$ cat src/rtl/shift_rf_feeder_pkg.sv
// Shared parameters, state encoding and sizing helpers for the shift RF feeder.
// The SHIFT_RF_2D row-word macro is the single definition of a packed RF row width.
`ifndef SHIFT_RF_2D_ROW_W
`define SHIFT_RF_2D_ROW_W(cols, bits) ((cols) * (bits))
`endif

package shift_rf_feeder_pkg;

  localparam int unsigned SHIFT_RF_NUM_COL  = 18;
  localparam int unsigned SHIFT_RF_NUM_ROW  = 16;
  localparam int unsigned SHIFT_RF_NUM_BITS = 10;
  localparam int unsigned IMG_ROWS_W        = 10;

  typedef enum logic [2:0] {
    ST_IDLE,
    ST_CLEAR,
    ST_PRIME,
    ST_FILL,
    ST_SWEEP,
    ST_FIN
  } feeder_state_e;

  function automatic int unsigned row_width(input int unsigned num_col,
                                            input int unsigned num_bits);
    return `SHIFT_RF_2D_ROW_W(num_col, num_bits);
  endfunction

  function automatic int unsigned cnt_width(input int unsigned n);
    return (n > 1) ? $clog2(n) : 1;
  endfunction

endpackage

$ cat src/rtl/shift_rf_row_packer.sv
// Row packer: shifts accepted pixels into a NUM_COL-word row so the first pixel ends in
// word 0, and raises row_done_o for one cycle after the row's last pixel is taken.
module shift_rf_row_packer
  import shift_rf_feeder_pkg::*;
#(
  parameter int unsigned NUM_COL  = SHIFT_RF_NUM_COL,
  parameter int unsigned NUM_BITS = SHIFT_RF_NUM_BITS
) (
  input  logic                                    clk,
  input  logic                                    reset_n,
  input  logic                                    clear_i,
  input  logic                                    accept_i,
  input  logic [NUM_BITS-1:0]                     pix_i,
  output logic [row_width(NUM_COL, NUM_BITS)-1:0] row_o,
  output logic                                    row_done_o
);

  localparam int unsigned ROW_W = row_width(NUM_COL, NUM_BITS);
  localparam int unsigned CNT_W = cnt_width(NUM_COL);
  localparam logic [CNT_W-1:0] CNT_LAST = CNT_W'(NUM_COL - 1);

  logic [ROW_W-1:0] row_q, row_d;
  logic [CNT_W-1:0] cnt_q, cnt_d;
  logic             done_q, done_d;

  always_comb begin
    // NOTE: every signal gets a default first so no path through the block infers a latch.
    row_d  = row_q;
    cnt_d  = cnt_q;
    done_d = 1'b0;
    if (clear_i) begin
      row_d = '0;
      cnt_d = '0;
    end else if (accept_i) begin
      // New pixel enters the top word; after NUM_COL pixels the first one sits in word 0.
      row_d = {pix_i, row_q[ROW_W-1:NUM_BITS]};
      if (cnt_q == CNT_LAST) begin
        cnt_d  = '0;
        done_d = 1'b1;
      end else begin
        cnt_d = cnt_q + CNT_W'(1);
      end
    end
  end

  // NOTE: the row register is reset too, since it drives the RF port directly.
  always_ff @(posedge clk or negedge reset_n) begin
    if (!reset_n) begin
      row_q  <= '0;
      cnt_q  <= '0;
      done_q <= 1'b0;
    end else begin
      // NOTE: non-blocking assignments so every register updates from pre-edge values.
      row_q  <= row_d;
      cnt_q  <= cnt_d;
      done_q <= done_d;
    end
  end

  assign row_o      = row_q;
  assign row_done_o = done_q;

endmodule

$ cat src/rtl/shift_rf_feeder.sv
// Feeds a 2-D shift register file: primes NUM_ROW rows, then alternates column sweeps
// with single-row refills until img_rows rows have passed through.
module shift_rf_feeder
  import shift_rf_feeder_pkg::*;
#(
  parameter int unsigned NUM_COL  = SHIFT_RF_NUM_COL,
  parameter int unsigned NUM_ROW  = SHIFT_RF_NUM_ROW,
  parameter int unsigned NUM_BITS = SHIFT_RF_NUM_BITS
) (
  input  logic                                    clk,
  input  logic                                    reset_n,
  input  logic                                    start,
  input  logic [IMG_ROWS_W-1:0]                   img_rows,
  input  logic [NUM_BITS-1:0]                     pix_in,
  input  logic                                    pix_valid,
  output logic                                    pix_ready,
  output logic [row_width(NUM_COL, NUM_BITS)-1:0] row_data,
  output logic                                    row_shift,
  output logic                                    col_shift,
  output logic                                    rf_clear,
  output logic                                    win_valid,
  input  logic                                    win_ready,
  output logic                                    busy,
  output logic                                    done,
  output logic                                    err
);

  localparam int unsigned COL_W = cnt_width(NUM_COL);
  localparam logic [COL_W-1:0]      COL_LAST  = COL_W'(NUM_COL - 1);
  localparam logic [IMG_ROWS_W-1:0] NUM_ROW_L = IMG_ROWS_W'(NUM_ROW);

  feeder_state_e         state_q, state_d;
  logic [IMG_ROWS_W-1:0] img_rows_q, img_rows_d;
  logic [IMG_ROWS_W-1:0] rows_loaded_q, rows_loaded_d;
  logic [COL_W-1:0]      col_pos_q, col_pos_d;
  logic                  err_q, err_d;
  logic                  row_shift_w;
  logic                  sweep_hs;

  shift_rf_row_packer #(
    .NUM_COL (NUM_COL),
    .NUM_BITS(NUM_BITS)
  ) u_packer (
    .clk       (clk),
    .reset_n   (reset_n),
    .clear_i   (rf_clear),
    .accept_i  (pix_valid & pix_ready),
    .pix_i     (pix_in),
    .row_o     (row_data),
    .row_done_o(row_shift_w)
  );

  always_ff @(posedge clk or negedge reset_n) begin
    if (!reset_n) begin
      state_q       <= ST_IDLE;
      img_rows_q    <= '0;
      rows_loaded_q <= '0;
      col_pos_q     <= '0;
      err_q         <= 1'b0;
    end else begin
      state_q       <= state_d;
      img_rows_q    <= img_rows_d;
      rows_loaded_q <= rows_loaded_d;
      col_pos_q     <= col_pos_d;
      err_q         <= err_d;
    end
  end

  assign sweep_hs = win_valid & win_ready;

  always_comb begin
    state_d       = state_q;
    img_rows_d    = img_rows_q;
    rows_loaded_d = rows_loaded_q;
    col_pos_d     = col_pos_q;
    err_d         = 1'b0;
    unique case (state_q)
      ST_IDLE: begin
        if (start) begin
          if (img_rows >= NUM_ROW_L) begin
            img_rows_d = img_rows;
            state_d    = ST_CLEAR;
          end else begin
            err_d = 1'b1;
          end
        end
      end
      ST_CLEAR: begin
        rows_loaded_d = '0;
        col_pos_d     = '0;
        state_d       = ST_PRIME;
      end
      ST_PRIME: begin
        if (row_shift_w) begin
          rows_loaded_d = rows_loaded_q + IMG_ROWS_W'(1);
          if (rows_loaded_d == NUM_ROW_L) state_d = ST_SWEEP;
        end
      end
      ST_FILL: begin
        if (row_shift_w) begin
          rows_loaded_d = rows_loaded_q + IMG_ROWS_W'(1);
          state_d       = ST_SWEEP;
        end
      end
      ST_SWEEP: begin
        if (sweep_hs) begin
          // A full NUM_COL rotation returns the RF to its original column alignment.
          if (col_pos_q == COL_LAST) begin
            col_pos_d = '0;
            state_d   = (rows_loaded_q < img_rows_q) ? ST_FILL : ST_FIN;
          end else begin
            col_pos_d = col_pos_q + COL_W'(1);
          end
        end
      end
      ST_FIN:  state_d = ST_IDLE;
      default: state_d = ST_IDLE;
    endcase
  end

  always_comb begin
    pix_ready = 1'b0;
    rf_clear  = 1'b0;
    win_valid = 1'b0;
    done      = 1'b0;
    case (state_q)
      ST_CLEAR:          rf_clear  = 1'b1;
      ST_PRIME, ST_FILL: pix_ready = ~row_shift_w;
      ST_SWEEP:          win_valid = 1'b1;
      ST_FIN:            done      = 1'b1;
      default:           ;
    endcase
  end

  assign row_shift = row_shift_w;
  assign col_shift = sweep_hs;
  assign busy      = (state_q != ST_IDLE);
  assign err       = err_q;

endmodule

$ cat config.mk
export PLATFORM = sky130hd
export DESIGN_NAME = shift_rf_feeder
export DESIGN_NICKNAME = d
export VERILOG_FILES = /design/src/rtl/shift_rf_feeder_pkg.sv /design/src/rtl/shift_rf_row_packer.sv /design/src/rtl/shift_rf_feeder.sv
export SDC_FILE = /design/constraint.sdc
export NUM_CORES = 1
export LEC_CHECK = 0
export CORE_MARGIN = 2
export CORE_UTILIZATION = 50
export DETAILED_ROUTE_END_ITERATION = 10
export PLACE_DENSITY = 0.8
export SLEW_MARGIN = 20
export SYNTH_ARGS = -nofsm -noshare
export SYNTH_HDL_FRONTEND = slang
export SYNTH_SLANG_ARGS = --single-unit
$ cat constraint.sdc
create_clock -name clk -period 2.75 [get_ports clk]
set_input_delay 0.275 -clock clk [delete_from_list [all_inputs] [get_ports clk]]
set_output_delay 0.275 -clock clk [all_outputs]
set_load 0.01 [all_outputs]
# Word level (Yosys, flattened, before mapping)
# Index checks and enable logic that the tools add are counted.
dict set report totals {
  regBits 215
  in_bits 25
  output_inout_bits 188
}
dict set report op_classes {
  n_lt_le_gt_ge 2
  bitwise_logic 3
  n_reduce_logical 10
  eq_ne 16
  n_mux 29
  addsub 3
}
# cell n
set ops {}
lappend ops {{two-way mux 180 bit} 2}
lappend ops {{two-way mux 5 bit} 5}
lappend ops {{two-way mux 3 bit} 8}
lappend ops {{one-hot mux 10 bit (2 select lines)} 1}
lappend ops {{one-hot mux 3 bit (5 select lines)} 1}
lappend ops {{adder 10 x 1 -> 10 bit, second input constant} 1}
lappend ops {{adder 5 x 1 -> 5 bit, second input constant} 2}
lappend ops {{equality test 10 x 5 -> 1 bit, second input constant} 1}
lappend ops {{equality test 5 bit, second input constant} 2}
lappend ops {{>= comparator 10 x 5 -> 1 bit, second input constant} 1}
lappend ops {{< comparator 10 bit} 1}
lappend ops {{two-way mux 1 bit} 10}
lappend ops {{two-way mux 10 bit} 1}
lappend ops {{!= test 2 bit, second input constant} 5}
lappend ops {{one-hot mux 5 bit (2 select lines)} 1}
lappend ops {{AND reduction 7 bit} 1}
lappend ops {{equality test 3 x 2 -> 1 bit, second input constant} 2}
lappend ops {{equality test 3 bit, second input constant} 2}
lappend ops {{!= test 2 x 1 -> 1 bit, second input constant} 3}
lappend ops {{nonzero test 2 bit} 3}
lappend ops {{AND reduction 2 bit} 2}
lappend ops {{equality test 3 x 1 -> 1 bit, second input constant} 1}
lappend ops {{logical NOT 3 bit} 1}
lappend ops {{AND reduction 3 bit} 1}
lappend ops {{4 further kinds} 5}

# Longest topological paths before layout
# Gate-level depths: netlist of the first run.
dict set report depth {
  word_depth 6
  mapped_depth 7
  mapped_depth_nobuf 7
}

# By module
# From an unflattened synthesis of the first run, not the netlist that was laid out.
dict set report unflattened {
  hier_cells 813
  area_unflattened_um2 9426.5
}
# mod cells_per_inst n_inst area_per_inst_um2
set modules_own_cells {}
lappend modules_own_cells {shift_rf_row_packer 613 1 7657.3}
lappend modules_own_cells {shift_rf_feeder 200 1 1769.2}

# Worst setup path before layout of the first run
# Ideal clock, no wire load.
dict set report synth_timing {
  kind {reg2reg}
  from {reg rows_loaded_q[8]}
  to {reg state_q[1]}
  required_ps 2621
  path_slack_ps 815
  stages_incl_launch_ff 7
  arrival_time_ps 1807
  n_path_buf 1
  cell_sequence {dfrtp_1 buf_6 or3b_1 or4_1 o211ai_2 a31oi_1 a2111o_1}
}
dict set report synth_between {
  elab_chain_cells 5
}
# element line_no
set synth_lines {}
lappend synth_lines {{start, declared} shift_rf_feeder.sv:34} ;# logic [IMG_ROWS_W-1:0] rows_loaded_q, rows_loaded_d;
lappend synth_lines {{start signal, assigned} shift_rf_feeder.sv:63} ;# rows_loaded_q <= rows_loaded_d;
lappend synth_lines {{parallel branches: the longest is 5 deep, another holds adder 10 x 1 -> 10 bit} n/a}
lappend synth_lines {{end signal, assigned} shift_rf_feeder.sv:61} ;# state_q <= state_d;
lappend synth_lines {{end, declared} shift_rf_feeder.sv:32} ;# feeder_state_e state_q, state_d;
# Several ways; the timed one is not identified. The select of a mux whose other input is x is not followed.
# A chain may end at the register's enable or synchronous reset.

# Worst setup path after layout of the first run
dict set report layout_timing {
  from {reg state_q[2]}
  to {out col_shift}
}
dict set report layout_between {
  elab_chain_cells 3
}
# element line_no
set layout_lines {}
lappend layout_lines {{equality test 3 bit} shift_rf_feeder.sv:126} ;# case (state_q)
lappend layout_lines {{two-way mux 1 bit} shift_rf_feeder.sv:126}
lappend layout_lines {{bitwise AND 1 bit} shift_rf_feeder.sv:69} ;# assign sweep_hs = win_valid & win_ready;
lappend layout_lines {{end, declared} shift_rf_feeder.sv:19} ;# output logic col_shift,
# No other way between the ends.

==> results.md, run 1 <==
* Post-CTS sizing at 0
* Share of the synthesized area in the top cell type at 0.595
* Slew margin rel. at 0.443
* IO Count at 213
* FF/Latch Area at 5380 sq um
* Post-synth top flop: dfrtp_1
* Multi-input gate area at 3330 sq um
* N_diodes at 0
* First-pass GRT wire length at 39400 um
* Post-route DRC at 0
* Crit Reg-Reg Endpoint: u_packer.row_o[121]
* Sequential share of power at 0.435
* Worst-path fanout max at 12
* Final wirelength at 23800 um
* Grt ovf at 0
* Slowest CP cell: dfrtp_1
* Die Footprint at 19200 sq um
* Detail Placement HPWL at 15400 um
* Clk sinks at 215
* Worst clock skew at 0.0156 ns
* Clk buf depth at 3
* TritonCTS Buffers at 23
* R2r startpoint: state_q[2]
* Setup WS pre-CTS at 0.645 ns
* Via Count at 7775
* Pre-antenna DRT Iters at 5
* Final worst setup slack at 0.336 ns
* Initial antenna violation count at 0
* Status: completed
* Leakage at 6.09 nW
* CP Capture Point: col_shift
* CP top delay family: buffers and inverters
* Post-Syn Nets at 1047
* Cts hold-fix bufs at 1
* Most frequent cell after synthesis: nand2_1
* Core region area at 17800 sq um
* Synthesized area at 9040 sq um
* # rows at 49
* Worst-case reg-to-reg path depth at 6
* CP cell instances: nor3b_1 > buf_4 > and2_1 > clkdlybuf4s50_1
* Setup bufs post-CTS at 0
* Routed wire per std cell at 16.5 um
* Post-route ant nets at 0
* Worst Tran Pin Value at 0.835 ns
* Effective utilization at floorplan at 0.507
* Achievable frequency at 414 MHz
* Clock share of power at 0.339
* Nets at 1233
* Post-Syn Instances at 1008
* DIE WIDTH at 138 um
* Pwr dens at 804 nW/um^2
* GPL Wtd Cong at 0.850
* CP startpoint: state_q[2]
* Levels on crit path at 4
* Worst vdd ir at 610 uV
* CTS tree: yes
* Clock slew at reported path FFs at 0.06 ns
* Vias in the first global route at 7493
* Mean post-synth cell area at 8.97 sq um
* Crit start category: flop
* Final Hold Viols at 0
* Slew Viols, Final at 0
* Utilization after layout at 0.685
* Number of synthesized flops with an enable pin at 0
* CTS Root Cell: clkbuf_16
* RSZ-0062 raised after global routing: false
* Max cap viols at 0
* Flop2flop setup slack at 0.62 ns
* Largest area contributor in the netlist: dfrtp_1
* Synth cell types at 49
* Min-delay worst type: in -> reg
* Setup TNS at 0 ns
* Register bit total from synthesis at 215
* Largest net degree at the start of global routing at 182
* Data required, critical path at 2.48 ns
* Power Internal at 6.99 mW
* Post-synth top cells: nand2_1, dfrtp_1, nand3_1
* WP buf/inv at 2
* H-tree depth at 1
* Area added between synthesis and finish at 35.2%
* Logic gate share of total power at 0.227
* Layout cells sized above 1 at 0.0495
* WS Path Type: reg -> out
* FFs w/ async S/R, synth at 1.00
* Synth area leaders: dfrtp_1, nand2_1, nand3_1
* P_sw at 2.84 mW
* 1st-iter DRT viols at 534
* Via density at 5.40
* Arrival time worst endpoint at 2.14 ns
* Final period utilization at 0.878
* Post-route minimum period at 2.41 ns
* Number of synthesis warnings at 0
* Final setup viols at 0
* Global Route Usage Sum at 0.246
* Fill cells at 1356
* Vert. Die Dim at 138 um
* Seq/Total Area, Yosys at 0.595
* Sw Ratio at 0.289
* Largest stage delay, worst path at 0.53 ns
* PortBufs at 212
* Clock Latency Late Sink at 0.50 ns
* Worst setup EP type: output pin
-- cells by family (layout without fill, tap and decap cells) --
| kind of cell | count (synthesis) | after routing | share of synthesized area |
|---|---|---|---|
| compound gates | 61 | 61 | 0.0412 |
| xor+xnor | 6 | 6 | 0.00581 |
| fa+ha+maj | 14 | 14 | 0.0194 |
| buf+inv | 81 | 284 | 0.0375 |
| flops | 215 | 215 | 0.595 |
| mux | 3 | 3 | 0.00346 |
| simple gates | 628 | 628 | 0.298 |
-- final cells by class --
| type | instances | share of cell area |
|---|---|---|
| Inverter | 15 | 0.00460 |
| Clock buffer | 33 | 0.0559 |
| Multi-Input combinational cell | 712 | 0.273 |
| Sequential cell | 215 | 0.440 |
| Timing Repair Buffer | 227 | 0.191 |
| Tap cell | 229 | 0.0234 |
| Clock inverter | 9 | 0.0122 |
-- worst min-delay path by stage --
stage / startpoint / endpoint / slack (ns) / cells past startpoint
2_1_floorplan: reset_n / col_pos_q[0] / -0.02 / 0
3_5_place_dp: reset_n / u_packer.row_o[179] / 0.32 / 1
6_report: pix_in[9] / u_packer.row_o[179] / 0.30 / 3
3_3_place_gp: reset_n / u_packer.row_o[179] / 0.31 / 1
4_1_cts: pix_in[9] / u_packer.row_o[179] / 0.29 / 3
5_1_grt: pix_in[3] / u_packer.row_o[173] / 0.32 / 3
-- power by group through the flow --
stage	registers, mW	clock network, mW	logic, mW
after floorplan	4.40	0	0.750
after global placement	4.30	0	2.18
after detailed placement	4.30	0	2.23
after CTS	4.27	3.39	2.25
after global routing	4.35	3.51	2.45
final	4.27	3.33	2.23
-- per-layer routing --
metal / GRT usage / vias up / wire (um)
li1: - / 3687 / -
met1: 0.336 / 3768 / 9990
met2: 0.388 / 273 / 11300
met3: 0.0696 / 47 / 1910
met4: 0.0768 / 0 / 641
met5: 0 / - / 0
-- per-stage QoR --
step	hold slack [ns]	area, sq um	power (mW)	instances
after global placement	0.309	11400	6.48	1397
final	0.297	12200	9.83	1440
after CTS	0.290	12200	9.91	1440
after floorplan	-0.0206	9040	5.15	1008
after global routing	0.322	12200	10.3	1440
after detailed placement	0.316	11400	6.54	1397
-- registers in the layout (all words and copies together) (netlist names) --
register / flops
col_pos_q: 5
u_packer.cnt_q: 5
u_packer.row_o: 180
img_rows_q: 10
rows_loaded_q: 10
err: 1
state_q: 3
u_packer.row_done_o: 1
-- cells in the final DEF (no fill, tap or decap), drive strengths merged, types with 14 or more instances in the layout --
cell type / instances
ha: 14
buf: 14
clkbuf: 34
dfrtp: 215
o21ai: 32
inv: 15
nor2: 14
nand2: 391
nand3: 190
clkdlybuf4s50: 211
-- tightest hold or removal path, delay by kind of cell --
kind	cells	cell delay (ns)
AND/OR/NAND/NOR	2	0.09
buffers and inverters	1	0.40
No activity file was read; power rests on OpenSTA's default activity.
==> run 2, diff against run 1 <==
--- a/config.mk
+++ b/config.mk
@@ -5,6 +5,7 @@
 export SDC_FILE = /design/constraint.sdc
 export NUM_CORES = 1
 export LEC_CHECK = 0
+export CAP_MARGIN = 5
 export CORE_MARGIN = 2
 export CORE_UTILIZATION = 50
 export DETAILED_ROUTE_END_ITERATION = 10
==> results of run 2 <==
The final DEF is identical to that of run 1; final timing and power are the same.
==> run 3, diff against run 2 <==
--- a/config.mk
+++ b/config.mk
@@ -8,7 +8,9 @@
 export CAP_MARGIN = 5
 export CORE_MARGIN = 2
 export CORE_UTILIZATION = 50
+export CTS_CLUSTER_SIZE = 24
 export DETAILED_ROUTE_END_ITERATION = 10
+export HOLD_SLACK_MARGIN = 0.06
 export PLACE_DENSITY = 0.8
 export SLEW_MARGIN = 20
 export SYNTH_ARGS = -nofsm -noshare
==> run 3 against run 2 <==
Effect of this change: total power up 3.3%; combinational power about the same; clock skew up 0.011 ns; sequential share of layout area fell by 0.34 points; hold slack gained 0.0027 ns; via count increased by 0.64%; critical path depth did not move; sequential cell count did not move; critical path type unchanged; largest cell class unchanged; largest power group unchanged.
==> results.md, run 3 (synthesized netlist as in run 1, its figures left out) <==
* Worst setup EP type: output pin
* CTS Root Cell: clkbuf_16
* WHS at 0.299 ns
* Max cap viols at 0
* Clock Latency Late Sink at 0.52 ns
* Post-route ant nets at 0
* First-pass GRT wire length at 39800 um
* FF/Latch Area at 5380 sq um
* Finished Cell Area at 12300 sq um
* Clk sinks at 215
* Vert. Die Dim at 138 um
* Setup bufs post-CTS at 0
* Clk buf depth at 3
* Die Footprint at 19200 sq um
* Arrival time worst endpoint at 2.16 ns
* Routed wire per std cell at 16.7 um
* Setup TNS at 0 ns
* Final Hold Viols at 0
* 1st-iter DRT viols at 513
* Via Count at 7825
* Post-route minimum period at 2.43 ns
* Nets at 1234
* Final setup viols at 0
* RSZ-0062 raised after global routing: false
* Largest register FFs at 180
* Clock slew at reported path FFs at 0.06 ns
* Achievable frequency at 411 MHz
* Layout cells sized above 1 at 0.0536
* TritonCTS Buffers at 24
* Cts hold-fix bufs at 1
* Via density at 5.43
* Final worst setup slack at 0.319 ns
* Worst clock skew at 0.0264 ns
* Pwr dens at 824 nW/um^2
* Slowest CP cell: dfrtp_1
* Setup WS pre-CTS at 0.645 ns
* Most common cell after layout, fill and taps aside: nand2_1
* CP cell instances: nor3b_1 > buf_4 > and2_1 > clkdlybuf4s50_1
* Fill cells at 1348
* Worst vdd ir at 746 uV
* Initial antenna violation count at 0
* PortBufs at 212
* Multi-input gate area at 3330 sq um
* Post-CTS sizing at 0
* Status: completed
* Worst-path fanout max at 12
* Final period utilization at 0.884
* Worst Tran Pin Value at 0.866 ns
* # rows at 49
* CTS tree: yes
* DIE WIDTH at 138 um
* Largest stage delay, worst path at 0.53 ns
* Core region area at 17800 sq um
* Cell Area, Placed at 11400 sq um
* Largest net degree at the start of global routing at 182
* IO Count at 213
* Final wirelength at 24100 um
* WS Path Type: reg -> out
* Slew Viols, Final at 0
* Area added between synthesis and finish at 36.3%
* Most frequent cells in the layout: nand2_1, dfrtp_1, clkdlybuf4s50_1
* Detail Placement HPWL at 15400 um
* Vias in the first global route at 7627
* Slew margin rel. at 0.423
* Effective utilization at floorplan at 0.507
* Pre-antenna DRT Iters at 5
* Global Route Usage Sum at 0.249
* Min-delay worst type: in -> reg
* H-tree depth at 1
* Post-route DRC at 0
* N_diodes at 0
* Leakage at 6.14 nW
* Data required, critical path at 2.48 ns
* Grt ovf at 0
* GPL Wtd Cong at 0.850
* Crit start category: flop
run 3: cell count changes in the layout (fill, tap and decap cells not counted), sizes merged:
cell,before,now
clkinv,5,7
clkbuf,34,32
bufinv,4,6
inv,15,14
clkinvlp,0,1
run 3: final cells by class:
class,count,share of cell area
inverters,15,0.00457
repair buffers,227,0.190
clock buffers,31,0.0566
flip-flops and latches,215,0.437
well taps,229,0.0233
multi-input cells,712,0.270
clock inverters,13,0.0186
run 3: per-stage QoR:
step	std cells	total power, mW	util
4_1_cts	1442	10.2	0.691
6_report	1442	10.2	0.691
3_3_place_gp	1397	6.48	0.638
5_1_grt	1442	10.7	0.691
2_1_floorplan	1008	5.15	-
3_5_place_dp	1397	6.54	0.638
run 3: path summary, 6_finish.rpt:
| path | depth (start not counted) | slack [ns] | from | end |
|---|---|---|---|---|
| max | 4 | 0.32 | state_q[2] | col_shift |
| min | 3 | 0.30 | pix_in[9] | u_packer.row_o[179] |
| max reg2reg | 6 | 0.62 | state_q[2] | u_packer.row_o[96] |
| min reg2reg | 2 | 0.48 | u_packer.row_o[142] | u_packer.row_o[132] |
| max in group asynchronous | 3 | 1.56 | reset_n | u_packer.row_o[145] |
| min in group asynchronous | 2 | 0.33 | reset_n | u_packer.row_o[165] |
run 3: worst max-delay path: cells and delay by family, from the launching register on:
family                 cells  cell delay, ns
AND/OR/NAND/NOR            2            0.40
flip-flops                 1            0.53
buffers and inverters      2            0.72
run 3: layer usage:
metal / track usage / vias up / share of wire
met1: 0.333 / 3824 / 0.42
met2: 0.400 / 266 / 0.48
met4: 0.0704 / 0 / 0.025
met3: 0.0752 / 48 / 0.082
li1: - / 3687 / -
met5: 0 / - / 0
run 3: power by group:
part	switching (mW)	internal, mW
sequential	0.520	3.75
combinational	1.09	1.14
clock	1.30	2.35
